--- config.mk ---
export PLATFORM = sky130hd
export DESIGN_NAME = mfi_iic_req_ctrl_flat
export DESIGN_NICKNAME = d
export VERILOG_FILES = /design/src/rtl/mfi_iic_req_ctrl_if.sv /design/src/rtl/mfi_iic_req_ctrl.sv /design/src/flat_wrapper.sv
export SDC_FILE = /design/constraint.sdc
export NUM_CORES = 1
export LEC_CHECK = 0
export BUFFER_PORTS_ARGS = -buffer_cell sky130_fd_sc_hd__buf_2
export CAP_MARGIN = 10
export CORE_MARGIN = 4
export CORE_UTILIZATION = 55
export CTS_CLUSTER_DIAMETER = 60
export DETAILED_ROUTE_END_ITERATION = 7
export PLACE_DENSITY_LB_ADDON = 0.05
export SLEW_MARGIN = 20
export SYNTH_ARGS = -nofsm -noshare
export SYNTH_HDL_FRONTEND = slang
export SYNTH_SLANG_ARGS = --single-unit
--- constraint.sdc ---
create_clock -name i_clk -period 2.4 [get_ports i_clk]
set_input_delay 0.48 -clock i_clk [delete_from_list [all_inputs] [get_ports i_clk]]
set_output_delay 0.48 -clock i_clk [all_outputs]
set_load 0.02 [all_outputs]
--- src/rtl/mfi_iic_req_ctrl_if.sv ---
// Request/bus bundle for mfi_iic_req_ctrl.
// The names keep the i_/o_ direction prefixes as seen from the controller.
// Signal groups:
//   boot gate   : i_boot_pass
//   request     : i_req_valid, o_req_ready, i_req_rd, i_req_reg, i_req_len
//   guard delay : o_iic_start, i_iic_dly_done, o_iic_ack
//   I2C master  : o_i2c_go, o_i2c_addr/rd/reg/len, i_i2c_busy, i_i2c_nack
//   status      : o_done, o_err, o_retry_cnt
// Modports:
//   slave  : the controller's view.
//   master : the view of the environment that drives the controller.
interface mfi_iic_req_ctrl_if;
  logic       i_boot_pass;
  logic       i_req_valid;
  logic       o_req_ready;
  logic       i_req_rd;
  logic [7:0] i_req_reg;
  logic [7:0] i_req_len;
  logic       o_iic_start;
  logic       i_iic_dly_done;
  logic       o_iic_ack;
  logic       o_i2c_go;
  logic [6:0] o_i2c_addr;
  logic       o_i2c_rd;
  logic [7:0] o_i2c_reg;
  logic [7:0] o_i2c_len;
  logic       i_i2c_busy;
  logic       i_i2c_nack;
  logic       o_done;
  logic       o_err;
  logic [1:0] o_retry_cnt;

  modport slave (
    input  i_boot_pass, i_req_valid, i_req_rd, i_req_reg, i_req_len,
           i_iic_dly_done, i_i2c_busy, i_i2c_nack,
    output o_req_ready, o_iic_start, o_iic_ack, o_i2c_go, o_i2c_addr,
           o_i2c_rd, o_i2c_reg, o_i2c_len, o_done, o_err, o_retry_cnt
  );

  modport master (
    output i_boot_pass, i_req_valid, i_req_rd, i_req_reg, i_req_len,
           i_iic_dly_done, i_i2c_busy, i_i2c_nack,
    input  o_req_ready, o_iic_start, o_iic_ack, o_i2c_go, o_i2c_addr,
           o_i2c_rd, o_i2c_reg, o_i2c_len, o_done, o_err, o_retry_cnt
  );
endinterface

--- src/rtl/mfi_iic_req_ctrl.sv ---
// Request controller for the MFi authentication coprocessor on I2C.
// Behaviour:
//   - Accepts one register read/write request at a time, but only after boot.
//   - Brackets each I2C attempt with the inter-transaction guard delay.
//   - Launches the attempt and retries it on NACK.
//   - Reports completion with a single o_done or o_err pulse.
// Ports:
//   i_clk   : clock; all logic is rising-edge.
//   i_rst_n : asynchronous active-low reset.
//   bus     : mfi_iic_req_ctrl_if.slave (request, guard delay, I2C, status).
// Build option:
//   MFI_IIC_RETRY_EN defined   : a NACK re-launches, up to RETRY_MAX times.
//   MFI_IIC_RETRY_EN undefined : any NACK ends in o_err; o_retry_cnt stays 0.
// All outputs are registered.
module mfi_iic_req_ctrl #(
  parameter logic [6:0]  DEV_ADDR  = 7'h10,
  parameter int unsigned RETRY_MAX = 3,
  parameter int unsigned BUSY_TO   = 1024
) (
  input logic                i_clk,
  input logic                i_rst_n,
  mfi_iic_req_ctrl_if.slave  bus
);

  localparam int unsigned TO_W = 11;
  localparam int unsigned RC_W = 2;
  localparam logic [TO_W-1:0] TO_LAST = TO_W'(BUSY_TO - 1);
`ifdef MFI_IIC_RETRY_EN
  localparam logic [RC_W-1:0] RC_MAX = RC_W'(RETRY_MAX);
`endif

  typedef enum logic [2:0] {
    S_IDLE,
    S_GUARD,
    S_LAUNCH,
    S_WAIT_BUSY,
    S_XFER,
    S_CHECK,
    S_ACK
  } state_e;

  state_e          state_q, state_d;
  logic            ready_q, ready_d;
  logic            start_q, start_d;
  logic            ack_q, ack_d;
  logic            go_q, go_d;
  logic            done_q, done_d;
  logic            err_q, err_d;
  logic [6:0]      addr_q, addr_d;
  logic            rd_q, rd_d;
  logic [7:0]      reg_q, reg_d;
  logic [7:0]      len_q, len_d;
  logic [RC_W-1:0] retry_q, retry_d;
  logic [TO_W-1:0] to_cnt_q, to_cnt_d;
  logic            busy_q, busy_d;
  logic            nack_q, nack_d;

  // Next-state and output decode
  always_comb begin
    state_d  = state_q;
    start_d  = 1'b0;
    ack_d    = 1'b0;
    go_d     = 1'b0;
    done_d   = 1'b0;
    err_d    = 1'b0;
    addr_d   = addr_q;
    rd_d     = rd_q;
    reg_d    = reg_q;
    len_d    = len_q;
    retry_d  = retry_q;
    to_cnt_d = to_cnt_q;
    busy_d   = bus.i_i2c_busy;
    nack_d   = nack_q;

    // Losing boot_pass mid-request ends it with an error and no further launch.
    // ACK is excluded so the request still gets exactly one completion pulse.
    if (!bus.i_boot_pass && state_q != S_IDLE && state_q != S_ACK) begin
      err_d   = 1'b1;
      state_d = S_ACK;
    end else begin
      case (state_q)
        S_IDLE: begin
          if (bus.i_req_valid && ready_q) begin
            addr_d  = DEV_ADDR;
            rd_d    = bus.i_req_rd;
            reg_d   = bus.i_req_reg;
            len_d   = bus.i_req_len;
            retry_d = '0;
            start_d = 1'b1;
            state_d = S_GUARD;
          end
        end
        S_GUARD: begin
          if (bus.i_iic_dly_done) state_d = S_LAUNCH;
        end
        S_LAUNCH: begin
          go_d     = 1'b1;
          to_cnt_d = '0;
          state_d  = S_WAIT_BUSY;
        end
        S_WAIT_BUSY: begin
          if (bus.i_i2c_busy) begin
            state_d = S_XFER;
          end else if (to_cnt_q == TO_LAST) begin
            err_d   = 1'b1;
            state_d = S_ACK;
          end else if (to_cnt_q != {TO_W{1'b1}}) begin
            to_cnt_d = to_cnt_q + TO_W'(1);
          end
        end
        S_XFER: begin
          // NACK is only meaningful on the busy falling edge.
          if (busy_q && !bus.i_i2c_busy) begin
            nack_d  = bus.i_i2c_nack;
            state_d = S_CHECK;
          end
        end
        S_CHECK: begin
          if (!nack_q) begin
            done_d  = 1'b1;
            state_d = S_ACK;
          end
`ifdef MFI_IIC_RETRY_EN
          else if (retry_q < RC_MAX) begin
            retry_d = retry_q + RC_W'(1);
            start_d = 1'b1;
            state_d = S_GUARD;
          end
`endif
          else begin
            err_d   = 1'b1;
            state_d = S_ACK;
          end
        end
        S_ACK: begin
          ack_d   = 1'b1;
          state_d = S_IDLE;
        end
        default: state_d = S_IDLE;
      endcase
    end

    ready_d = (state_d == S_IDLE) && bus.i_boot_pass;
  end

  // State and output registers
  always_ff @(posedge i_clk or negedge i_rst_n) begin
    if (!i_rst_n) begin
      state_q  <= S_IDLE;
      ready_q  <= 1'b0;
      start_q  <= 1'b0;
      ack_q    <= 1'b0;
      go_q     <= 1'b0;
      done_q   <= 1'b0;
      err_q    <= 1'b0;
      addr_q   <= '0;
      rd_q     <= 1'b0;
      reg_q    <= '0;
      len_q    <= '0;
      retry_q  <= '0;
      to_cnt_q <= '0;
      busy_q   <= 1'b0;
      nack_q   <= 1'b0;
    end else begin
      state_q  <= state_d;
      ready_q  <= ready_d;
      start_q  <= start_d;
      ack_q    <= ack_d;
      go_q     <= go_d;
      done_q   <= done_d;
      err_q    <= err_d;
      addr_q   <= addr_d;
      rd_q     <= rd_d;
      reg_q    <= reg_d;
      len_q    <= len_d;
      retry_q  <= retry_d;
      to_cnt_q <= to_cnt_d;
      busy_q   <= busy_d;
      nack_q   <= nack_d;
    end
  end

  assign bus.o_req_ready = ready_q;
  assign bus.o_iic_start = start_q;
  assign bus.o_iic_ack   = ack_q;
  assign bus.o_i2c_go    = go_q;
  assign bus.o_i2c_addr  = addr_q;
  assign bus.o_i2c_rd    = rd_q;
  assign bus.o_i2c_reg   = reg_q;
  assign bus.o_i2c_len   = len_q;
  assign bus.o_done      = done_q;
  assign bus.o_err       = err_q;
  assign bus.o_retry_cnt = retry_q;

endmodule

--- src/flat_wrapper.sv ---
// flat-port wrapper written by rule: the top's interface ports become plain ports
module mfi_iic_req_ctrl_flat 
#(
  parameter logic [6:0]  DEV_ADDR  = 7'h10,
  parameter int unsigned RETRY_MAX = 3,
  parameter int unsigned BUSY_TO   = 1024
)
  (i_clk, i_rst_n, bus_i_boot_pass, bus_i_req_valid, bus_i_req_rd, bus_i_req_reg, bus_i_req_len, bus_i_iic_dly_done, bus_i_i2c_busy, bus_i_i2c_nack, bus_o_req_ready, bus_o_iic_start, bus_o_iic_ack, bus_o_i2c_go, bus_o_i2c_addr, bus_o_i2c_rd, bus_o_i2c_reg, bus_o_i2c_len, bus_o_done, bus_o_err, bus_o_retry_cnt);
  mfi_iic_req_ctrl_if bus_i ();
  input logic i_clk;
  input logic i_rst_n;
  input wire logic [$bits(bus_i.i_boot_pass)-1:0] bus_i_boot_pass;
  input wire logic [$bits(bus_i.i_req_valid)-1:0] bus_i_req_valid;
  input wire logic [$bits(bus_i.i_req_rd)-1:0] bus_i_req_rd;
  input wire logic [$bits(bus_i.i_req_reg)-1:0] bus_i_req_reg;
  input wire logic [$bits(bus_i.i_req_len)-1:0] bus_i_req_len;
  input wire logic [$bits(bus_i.i_iic_dly_done)-1:0] bus_i_iic_dly_done;
  input wire logic [$bits(bus_i.i_i2c_busy)-1:0] bus_i_i2c_busy;
  input wire logic [$bits(bus_i.i_i2c_nack)-1:0] bus_i_i2c_nack;
  output wire logic [$bits(bus_i.o_req_ready)-1:0] bus_o_req_ready;
  output wire logic [$bits(bus_i.o_iic_start)-1:0] bus_o_iic_start;
  output wire logic [$bits(bus_i.o_iic_ack)-1:0] bus_o_iic_ack;
  output wire logic [$bits(bus_i.o_i2c_go)-1:0] bus_o_i2c_go;
  output wire logic [$bits(bus_i.o_i2c_addr)-1:0] bus_o_i2c_addr;
  output wire logic [$bits(bus_i.o_i2c_rd)-1:0] bus_o_i2c_rd;
  output wire logic [$bits(bus_i.o_i2c_reg)-1:0] bus_o_i2c_reg;
  output wire logic [$bits(bus_i.o_i2c_len)-1:0] bus_o_i2c_len;
  output wire logic [$bits(bus_i.o_done)-1:0] bus_o_done;
  output wire logic [$bits(bus_i.o_err)-1:0] bus_o_err;
  output wire logic [$bits(bus_i.o_retry_cnt)-1:0] bus_o_retry_cnt;
  assign bus_i.i_boot_pass = bus_i_boot_pass;
  assign bus_i.i_req_valid = bus_i_req_valid;
  assign bus_i.i_req_rd = bus_i_req_rd;
  assign bus_i.i_req_reg = bus_i_req_reg;
  assign bus_i.i_req_len = bus_i_req_len;
  assign bus_i.i_iic_dly_done = bus_i_iic_dly_done;
  assign bus_i.i_i2c_busy = bus_i_i2c_busy;
  assign bus_i.i_i2c_nack = bus_i_i2c_nack;
  assign bus_o_req_ready = bus_i.o_req_ready;
  assign bus_o_iic_start = bus_i.o_iic_start;
  assign bus_o_iic_ack = bus_i.o_iic_ack;
  assign bus_o_i2c_go = bus_i.o_i2c_go;
  assign bus_o_i2c_addr = bus_i.o_i2c_addr;
  assign bus_o_i2c_rd = bus_i.o_i2c_rd;
  assign bus_o_i2c_reg = bus_i.o_i2c_reg;
  assign bus_o_i2c_len = bus_i.o_i2c_len;
  assign bus_o_done = bus_i.o_done;
  assign bus_o_err = bus_i.o_err;
  assign bus_o_retry_cnt = bus_i.o_retry_cnt;
  mfi_iic_req_ctrl #(.DEV_ADDR(DEV_ADDR), .RETRY_MAX(RETRY_MAX), .BUSY_TO(BUSY_TO)) u_core (.i_clk(i_clk), .i_rst_n(i_rst_n), .bus(bus_i));
endmodule
== After elaboration in Yosys (flattened, before gate mapping) ==
Index checks and enable logic that the tools add are counted.

* Add/subtract/negate cells: 1
* Multiplexer cells: 26
* Equal/unequal tests: 12
* Reductions and logical operators: 14
* Bitwise operators: 1

{| class="wikitable"
|+ Operators with widths
! operator !! number
|-
| $mux W11 || 3
|-
| $pmux W11 S2 || 1
|-
| $mux W3 || 6
|-
| $pmux W3 S6 || 1
|-
| $mux W1 || 14
|-
| $add A11 B1 Y11 const B || 1
|-
| $eq A11 B10 Y1 const B || 1
|-
| $ne A11 B11 Y1 const B || 1
|-
| $eq A3 B3 Y1 const B || 3
|-
| $eq A3 B2 Y1 const B || 2
|-
| $logic_not A3 Y1 || 2
|-
| $reduce_and A3 Y1 || 2
|-
| $logic_and A1 B1 Y1 || 5
|-
| $reduce_and A5 Y1 || 1
|-
| $ne A2 B2 Y1 const B || 2
|-
| $eq A3 B1 Y1 const B || 1
|-
| $ne A3 B3 Y1 const B || 1
|-
| $reduce_bool A3 Y1 || 1
|-
| $logic_not A1 Y1 || 2
|-
| $ne A2 B1 Y1 const B || 1
|-
| $pmux W1 S2 || 1
|-
| $reduce_bool A2 Y1 || 1
|-
| $not A1 Y1 || 1
|}

* Bits of input ports: 24
* Register bits: 40
* Logic and storage cells: 68

== Longest topological paths before layout ==
* Depth in word-level cells: 7
* Depth in mapped cells: 6
* Gate-level depth less buffers: 5

== Worst setup path after synthesis ==
No wires, ideal clock.

* Kind: input port to flip-flop
* From: input bus_i_boot_pass
* To: register u_core.to_cnt_q[8]
* Buffers on the path: 1
* Setup time: 120 ps
* Required time: 2280 ps
* Arrival time: 1439 ps
* Setup slack: 841 ps
* Cell stages on the path: 5
* Path through: buf_2 -> nand3b_4 -> a2111oi_4 -> a31oi_1 -> a41o_1

* Longest elaborated chain between the ends: 5

{| class="wikitable"
|+ Ends and longest elaborated chain
! what !! line !! text
|-
| start: declaration || flat_wrapper.sv:12 || <nowiki>input wire logic [$bits(bus_i.i_boot_pass)-1:0] bus_i_boot_pass;</nowiki>
|-
| $logic_not A1 Y1 || mfi_iic_req_ctrl.sv:77 || <nowiki>if (!bus.i_boot_pass && state_q != S_IDLE && state_q != S_ACK) begin</nowiki>
|-
| $logic_and A1 B1 Y1 (2 in a row) || mfi_iic_req_ctrl.sv:77 ||
|-
| $not A1 Y1 (no source line) || -- ||
|-
| $reduce_and A5 Y1 (no source line) || -- ||
|-
| end signal: assignment || mfi_iic_req_ctrl.sv:177 || <nowiki>to_cnt_q <= to_cnt_d;</nowiki>
|-
| end: declaration || mfi_iic_req_ctrl.sv:54 || <nowiki>logic [TO_W-1:0] to_cnt_q, to_cnt_d;</nowiki>
|}

Every way passes these cells.
A chain may end at the register's enable or synchronous reset.

== Worst setup path in the final report ==
* From: register u_core.state_q[0]
* To: register u_core.to_cnt_q[4]

* Longest elaborated chain between the ends: 5

{| class="wikitable"
|+ Ends and longest elaborated chain
! what !! line !! text
|-
| start: declaration || mfi_iic_req_ctrl.sv:42 || <nowiki>state_e state_q, state_d;</nowiki>
|-
| start signal: assignment || mfi_iic_req_ctrl.sv:165 || <nowiki>state_q <= state_d;</nowiki>
|-
| parallel branches: the longest is 5 deep, another holds $reduce_and A5 Y1 || -- ||
|}

Parallel ways; which one is timed is not known.

==> results.toml <==
[critical_path]
path_class = "register to register"
cp_max_fo = 17
critPathSlowestCell = "dfrtp_1"
path_buf_inv = 1
critPathLaunchType = "register"
crit_family = "flip-flops"
endpoint_kind = "register"
cpPeakStageDelay_ns = 0.73
cp_cell_sequence = "inv_1, nor4_4, nor3_1, mux2i_1"
worstPathRequired_ns = 2.66
critPathArrivalTime_ns = 2.10

[global_routing]
grt_usage = 0.181
grt.met3_usage = 0.0558
grt-busiest-layer = "met2"
grt_pass1_wl_um = 6200
first_global_vias = 1317
grtUsageMet1 = 0.238
antenna_found_initial = 0
grt_use_met2 = 0.287
grt_max_degree = 41
grt_overflow = 0

[timing]
finClkSkew_ns = 0.0104
rsz0062_at_grt = "false"
maxSlewViolCount = 0
setup_violations = 0
slew_headroom = 0.431
hold_ws_ns = 0.231
setup_ws_ns = 0.566
fin_crit_sh = 0.764
setup_tns_ns = 0
max_freq_mhz = 545
period_minus_slack_ns = 1.83
worstMarginPinSlew_ns = 0.853
hold_viol = 0

[synthesis]
yosysSeqAreaShare = 0.509
yosys.area_share.xor_xnor = 0.00445
synth_area_mm2 = 0.00197
synthArstFlopShare = 1.00
synth_edf_count = 0
ys.flop_type = "dfrtp_1"
yosysWarnings = 0
syn_inst = 170
synth_compound_area_frac = 0.110
synth_fa_ha_area_frac = 0.00636
ys_ff_latch = 40
synth.distinct_cells = 47
synth_top_family_by_area = "simple AND/OR/NAND/NOR gates"
syn_avg_cell_area_um2 = 11.6
synth_mux_area_frac = 0.128
synth-simple-area-share = 0.179

[clock_tree]
cts_hold_buf = 0
clkSinkCount = 40
clk_pin_slew_ns = 0.12
clockBufferDepth = 2
postCtsResizedCells = 0
cts-root-buf = "clkbuf_4"
cts_buffers = 5
postCtsSetupBuffers = 0
clkLatencyLatePin_ns = 0.35
cts_tree = "done"
htreeDepth = 2

[detailed_routing]
drt_wl_total_um = 3800
vias = 1465
routedWlPerCell_um = 14.3
first_pass_iters = 4
initialDrtViolationCount = 66
drc = 0
detail-route-antenna-nets = 0
via_per_inst = 5.53

[outcome]
outcome = "complete, no violations"

[die]
fp.coreArea_mm2 = 0.00339
chipWidth_um = 67.8
dieArea_mm2 = 0.00460
start_util = 0.581
die_h_um = 67.8
ios = 56
rows = 21

[layout]
final.fill_count = 267
multi_input_area_um2 = 880
antennaDiodeCount = 0
layout-drive-gt1-share = 0.393
fin_nets = 243
seq_area_mm2 = 0.00100
area_delta_synth_final_pct = 16.9
largest_reg_flops = 11

[job]
drv_cap = 0

[place]
hpwl_um = 2830
io_buffers = 47
gp_congestion = 0.876
dp_slack_ns = 0.611

[hold_path]
hold_class = "input pin to async pin"

[power]
power_density_mw_per_mm2 = 1050
leakage_nw = 1.17
vdd.ir_drop.worst_mv = 0.691
==> power breakdown <==
part	switching [mW]	internal, mW	leakage, nW
Sequential	0.164	0.884	0.521
Clock	0.214	0.250	0.0484
Combinational	0.531	0.383	0.597
Total	0.909	1.52	1.17
==> worst register-to-register path, cell delays in order, from the launching register on <==
cell	delay (ns)
dfrtp_1	0.73
inv_1	0.27
nor4_4	0.44
nor3_1	0.12
mux2i_1	0.19
==> metal layers <==
layer	up-vias	part of all wire
li1	692	-
met1	702	0.43
met2	64	0.48
met3	7	0.084
met4	0	0.0092
met5	-	0
==> final timing paths <==
path / slack, ns / depth (start not counted) / start / endpoint
max in group asynchronous: 1.64 / 1 / i_rst_n / u_core.to_cnt_q[0]
setup reg to reg: 0.57 / 4 / u_core.state_q[0] / u_core.to_cnt_q[4]
hold reg to reg: 0.48 / 1 / u_core.bus.o_i2c_addr[4] / u_core.bus.o_i2c_addr[4]
setup / recovery: 0.57 / 4 / u_core.state_q[0] / u_core.to_cnt_q[4]
hold / removal: 0.23 / 1 / i_rst_n / u_core.bus.o_i2c_len[7]
min in group i_clk: 0.34 / 1 / bus_i_i2c_busy / u_core.busy_q
==> stage by stage <==
step	power (mW)	instance area (um^2)	utilization	instances
6_report	2.43	2300	0.679	265
2_1_floorplan	1.69	1990	-	177
4_1_cts	2.45	2300	0.679	265
5_1_grt	2.58	2300	0.679	265
3_3_place_gp	1.95	2210	0.652	257
3_5_place_dp	1.98	2210	0.652	257
==> Yosys cell counts (2+ instances only) <==
library cell  instances  share of area
nor2_1                8          0.015
buf_2                 5          0.013
a211o_1               2         0.0089
and3_1                3         0.0095
a41o_1                2          0.010
nand4_1               3         0.0095
nand2_1              17          0.032
buf_4                10          0.038
dfrtp_1              40           0.51
nand2b_1              6          0.019
a21oi_1               5          0.013
inv_1                 4         0.0076
mux2_2               18           0.10
nor3_1                3         0.0076
o21ai_0               3         0.0076
a21o_1                2         0.0076
nand3_1               5          0.013
mux2i_1               5          0.025
==> area by class of cell <==
class	instances	share of cell area
multi-input combinational	117	0.382
timing repair buffer	50	0.112
clock inverter	2	0.0169
sequential	40	0.435
tap	46	0.0250
inverter	4	0.00653
clock buffer	6	0.0223
==> cells by family (layout without fill, tap and decap cells) <==
logic type	after synthesis	after routing
mux	23	23
compound gates	25	25
buf+inv	20	62
xor+xnor	1	1
simple gates	59	59
fa+ha+maj	1	1
other cells	1	8
flops	40	40
==> layout by cell type (no fill, tap or decap), drive strengths merged, types with 2 or more instances in the layout <==
| master | instances |
|---|---|
| mux2i | 5 |
| o21ai | 3 |
| dfrtp | 40 |
| o311ai | 2 |
| o31ai | 2 |
| inv | 4 |
| buf | 50 |
| a41o | 2 |
| clkbuf | 6 |
| nand2b | 6 |
| conb | 8 |
| nand3 | 6 |
| nand4 | 4 |
| nor4 | 3 |
| a21o | 2 |
| nor3 | 3 |
| a21oi | 5 |
| nor2 | 8 |
| a211o | 2 |
| nand2 | 17 |
| and3 | 4 |
| mux2 | 18 |
(Power assumes the default switching activity.)
